## config.mk

```make
export PLATFORM = sky130hd
export DESIGN_NAME = temp_bcd_conv
export DESIGN_NICKNAME = d
export VERILOG_FILES = /design/src/rtl/temp_bcd_conv.sv
export SDC_FILE = /design/constraint.sdc
export NUM_CORES = 1
export LEC_CHECK = 0
export CAP_MARGIN = 20
export CORE_MARGIN = 3
export CORE_UTILIZATION = 50
export CTS_BUF_LIST = sky130_fd_sc_hd__clkbuf_4 sky130_fd_sc_hd__clkbuf_8 sky130_fd_sc_hd__clkbuf_16
export CTS_CLUSTER_DIAMETER = 80
export DETAILED_ROUTE_END_ITERATION = 12
export PLACE_DENSITY = 0.73
export SKIP_CTS_REPAIR_TIMING = 1
export SYNTH_ARGS = -nofsm -noshare
export SYNTH_HDL_FRONTEND = slang
export SYNTH_SLANG_ARGS = --single-unit
```

## constraint.sdc

```tcl
create_clock -name clk -period 4.2 [get_ports clk]
set_input_delay 0.84 -clock clk [delete_from_list [all_inputs] [get_ports clk]]
set_output_delay 0.84 -clock clk [all_outputs]
set_load 0.05 [all_outputs]
```

## src/rtl/temp_bcd_conv.sv

```systemverilog
// DS18B20 raw temperature (Q12.4 two's complement) to sign + 4-digit BCD (XXX.X degC).
// One conversion at a time: scale to tenths, saturate, then 14-step double-dabble.
module temp_bcd_conv #(
  parameter logic [3:0]  POS_CODE = 4'h0,
  parameter logic [3:0]  NEG_CODE = 4'hF,
  parameter logic [13:0] MAX_VAL  = 14'd9999
) (
  input  logic        clk,
  input  logic        rst_n,
  input  logic [15:0] temp_raw,
  input  logic        temp_vld,
  output logic        conv_ready,
  output logic [19:0] dout,
  output logic        dout_vld
);

  typedef enum logic [1:0] {
    S_IDLE  = 2'd0,
    S_SCALE = 2'd1,
    S_SHIFT = 2'd2,
    S_DONE  = 2'd3
  } state_t;

  state_t      r_state;
  state_t      w_state_nxt;
  logic [15:0] r_raw;
  logic        r_neg;
  logic [13:0] r_val;
  logic [15:0] r_bcd;
  logic [3:0]  r_cnt;
  logic [19:0] r_dout;
  logic        r_dout_vld;

  logic [15:0] w_mag;
  logic [19:0] w_prod;
  logic [19:0] w_quot;
  logic [13:0] w_val_sat;
  logic        w_neg;
  logic [15:0] w_bcd_adj;
  logic [15:0] w_bcd_shift;
  logic [13:0] w_val_shift;
  logic        w_last_shift;

  // Double-dabble correction: any BCD digit of 5 or more gets +3 before the shift.
  function automatic logic [15:0] bcd_adjust(input logic [15:0] bcd);
    logic [15:0] res;
    res = bcd;
    for (int i = 0; i < 4; i++) begin
      if (bcd[i*4 +: 4] >= 4'd5) begin
        res[i*4 +: 4] = bcd[i*4 +: 4] + 4'd3;
      end else begin
        res[i*4 +: 4] = bcd[i*4 +: 4];
      end
    end
    return res;
  endfunction

  // Scaling datapath: |raw| * 10 / 16 truncates toward zero, 0x8000 maps to 32768.
  always_comb begin
    w_mag     = r_raw[15] ? (~r_raw + 16'd1) : r_raw;
    w_prod    = {4'd0, w_mag} * 20'd10;
    w_quot    = w_prod >> 4;
    w_val_sat = (w_quot > {6'd0, MAX_VAL}) ? MAX_VAL : w_quot[13:0];
    w_neg     = r_raw[15] && (w_val_sat != 14'd0);
  end

  // One double-dabble step on the {bcd, val} pair.
  always_comb begin
    w_bcd_adj    = bcd_adjust(r_bcd);
    w_bcd_shift  = {w_bcd_adj[14:0], r_val[13]};
    w_val_shift  = {r_val[12:0], 1'b0};
    w_last_shift = (r_cnt == 4'd13);
  end

  // State register.
  always_ff @(posedge clk or negedge rst_n) begin
    if (!rst_n) begin
      r_state <= S_IDLE;
    end else begin
      r_state <= w_state_nxt;
    end
  end

  // Next-state logic.
  always_comb begin
    w_state_nxt = r_state;
    case (r_state)
      S_IDLE: begin
        if (temp_vld) begin
          w_state_nxt = S_SCALE;
        end else begin
          w_state_nxt = S_IDLE;
        end
      end
      S_SCALE: w_state_nxt = S_SHIFT;
      S_SHIFT: begin
        if (w_last_shift) begin
          w_state_nxt = S_DONE;
        end else begin
          w_state_nxt = S_SHIFT;
        end
      end
      S_DONE:  w_state_nxt = S_IDLE;
      default: w_state_nxt = S_IDLE;
    endcase
  end

  // Datapath registers and the registered result/strobe.
  always_ff @(posedge clk or negedge rst_n) begin
    if (!rst_n) begin
      r_raw      <= 16'd0;
      r_neg      <= 1'b0;
      r_val      <= 14'd0;
      r_bcd      <= 16'd0;
      r_cnt      <= 4'd0;
      r_dout     <= 20'h00000;
      r_dout_vld <= 1'b0;
    end else begin
      r_dout_vld <= 1'b0;
      case (r_state)
        S_IDLE: begin
          if (temp_vld) begin
            r_raw <= temp_raw;
          end
        end
        S_SCALE: begin
          r_val <= w_val_sat;
          r_neg <= w_neg;
          r_bcd <= 16'd0;
          r_cnt <= 4'd0;
        end
        S_SHIFT: begin
          r_bcd <= w_bcd_shift;
          r_val <= w_val_shift;
          r_cnt <= r_cnt + 4'd1;
          if (w_last_shift) begin
            r_dout     <= {(r_neg ? NEG_CODE : POS_CODE), w_bcd_shift};
            r_dout_vld <= 1'b1;
          end
        end
        S_DONE: begin
          r_dout_vld <= 1'b0;
        end
        default: begin
          r_dout_vld <= 1'b0;
        end
      endcase
    end
  end

  assign conv_ready = (r_state == S_IDLE);
  assign dout       = r_dout;
  assign dout_vld   = r_dout_vld;

endmodule

```

==> results.md <==
- Synth async-reset ratio: 1.00
- Inserted Clock Buffers: 9
- Initial drt markers: 177
- Critical path required time: 4440 ps
- Gpl congestion: 0.863
- Final WL: 11300 um
- Max-Cap Viols: 0
- Die W: 105 um
- Final HPWL DP: 7880 um
- Fmax: 244 MHz
- Initial Util: 0.521
- Synthesized flop and latch total: 71
- Main area contributors after synthesis: dfrtp_1 36%, ha_1 9.0%, o21ai_0 5.2%, nand2_1 4.9%, xnor2_1 3.9%
- CTS tree: built
- Cell with the most instances after synthesis: dfrtp_1
- Antenna violations before repair: 0
- Syn Nets: 588
- Worst-Margin Slew: 1040 ps
- Post-synth top area share: 0.364
- Slew Viols, Final: 0
- Synth cell count leaders: 71 x dfrtp_1, 64 x nand2_1, 51 x o21ai_0, 35 x ha_1, 34 x a21oi_1
- Vias: 4176
- Number of H-tree levels: 3
- WHS: 486 ps
- Final Setup Violations: 0
- Clock Path Buffers: 2
- Final worst-path cycle share: 0.976
- Grt ovf: 0
- Die Area: 0.0110 mm2
- Final net count: 666
- # port buffers: 40
- Fraction of layout cells with a size suffix above 1: 0.256
- # IOs: 41
- Syn avg cell area: 9.17 um2
- Setup crit start kind: flop
- Final hold violations: 0
- Die span in y: 105 um
- EDFF count, synth: 0
- Core Region: 0.00937 mm2
- CTS Sinks: 71
- DP Area: 0.00563 mm2
- Worst EP arrival: 4340 ps
- Vias in the first global route: 4076
- Routed WL per cell: 15.1 um
- Rows: 35
- CP Class: flop to flop
- Area delta synth->final: 29.3%
- Area leader, netlist: dfrtp_1
- Unique cell type count in the Yosys netlist: 68
- Critical Path End Type: flop
- Run status: finished clean
- Min cycle time layout: 4100 ps
- Relative max-transition margin: 0.304
- Global-route wire length before repair: 18500 um
- CP max FO: 3
- Fin area: 0.00632 mm2
- Syn Std Cell Area: 0.00489 mm2
- Post-synthesis cell count: 533
- Number of diodes: 0
- Clock transition at the registers of the reported paths: 90 ps
- Clk_lat worst skew: 350 ps
- Main synth FF type: dfrtp_1
- Final setup skew: 14.3 ps
- Root Driver: clkbuf_8
- Syn. warnings: 0
- Hold Crit Class: flop to flop
- DR DRC count: 0
- Pin count of the biggest net entering global routing: 40
- GRT Total Usage: 0.200
- Post-route antenna net violation count: 0
- Vias per cell: 5.61
- Sequential area share after synthesis: 0.364
- Initial DRT Pass Iterations: 4
## layer usage
metal / global-route usage / part of all wire / vias up
met2: 0.353 / 0.51 / 65
met3: 0.0334 / 0.032 / 12
met4: 0.0440 / 0.011 / 0
met1: 0.257 / 0.45 / 2030
li1: - / - / 2069
met5: 0 / 0 / -
## worst max-delay path, stage by stage, from the launching register on
cell,delay [ps]
dfrtp_1,400
inv_2,70
ha_1,140
nand2_1,70
or3_1,340
or2_4,270
o21ai_4,180
nand2_2,90
xor2_2,160
ha_1,350
ha_4,180
a211o_4,360
buf_4,150
nor3_2,180
nand3_2,130
nor4_4,260
o211ai_1,130
nor4_2,300
buf_4,180
o22ai_2,60
## final timing paths
| check | start | end | depth (start not counted) | slack (ps) |
|---|---|---|---|---|
| max | r_raw[1] | r_neg | 19 | 100 |
| min | dout[2] | dout[2] | 2 | 490 |
| max reg2reg | r_raw[1] | r_neg | 19 | 100 |
| min reg2reg | dout[2] | dout[2] | 2 | 490 |
| max in group asynchronous | rst_n | r_raw[11] | 2 | 2640 |
| min in group asynchronous | rst_n | r_val[4] | 1 | 600 |
## per-stage QoR
step	setup TNS, ps	worst slack [ps]	utilization	std cells
floorplan	0	210	-	533
global placement	-87.4	-74.8	0.600	720
detailed placement	-331	-140	0.600	720
CTS	-667	-190	0.625	736
global route	-609	-129	0.674	745
finish	0	102	0.674	745
## layout make-up
type	instances	area [um2]
Multi-Input combinational cell	402	3200
Fill cell	733	3050
Sequential cell	71	1780
Timing Repair Buffer	97	842
Tap cell	129	161
Clock buffer	9	124
Inverter	30	113
Clock inverter	7	105
## logic make-up after synthesis
group	after synthesis	synth area share
fa+ha+maj	36	0.0937
xor+xnor	32	0.0589
mux	19	0.0430
other cells	1	0.000768
simple gates	154	0.167
flops	71	0.364
buf+inv	60	0.0592
compound gates	160	0.213
## sequential cells by signal, summed over array words and instances, names as in the netlist
register / flops
dout: 17
r_cnt: 4
r_val: 14
r_state: 2
r_neg: 1
dout_vld: 1
r_bcd: 16
r_raw: 16
## cell usage in the layout, fill, tap and decap left out, types with 17 or more instances in the layout
cell	count
a21oi_1	30
inv_1	29
buf_4	52
o21ai_0	44
xnor2_1	21
clkdlybuf4s50_1	39
ha_1	28
nor2_1	17
o22ai_1	17
nand2_1	62
dfrtp_1	71
Power is left out: the tool's default activity adds up to more than one toggle a clock period on the data nets, which glitch-free logic cannot reach.
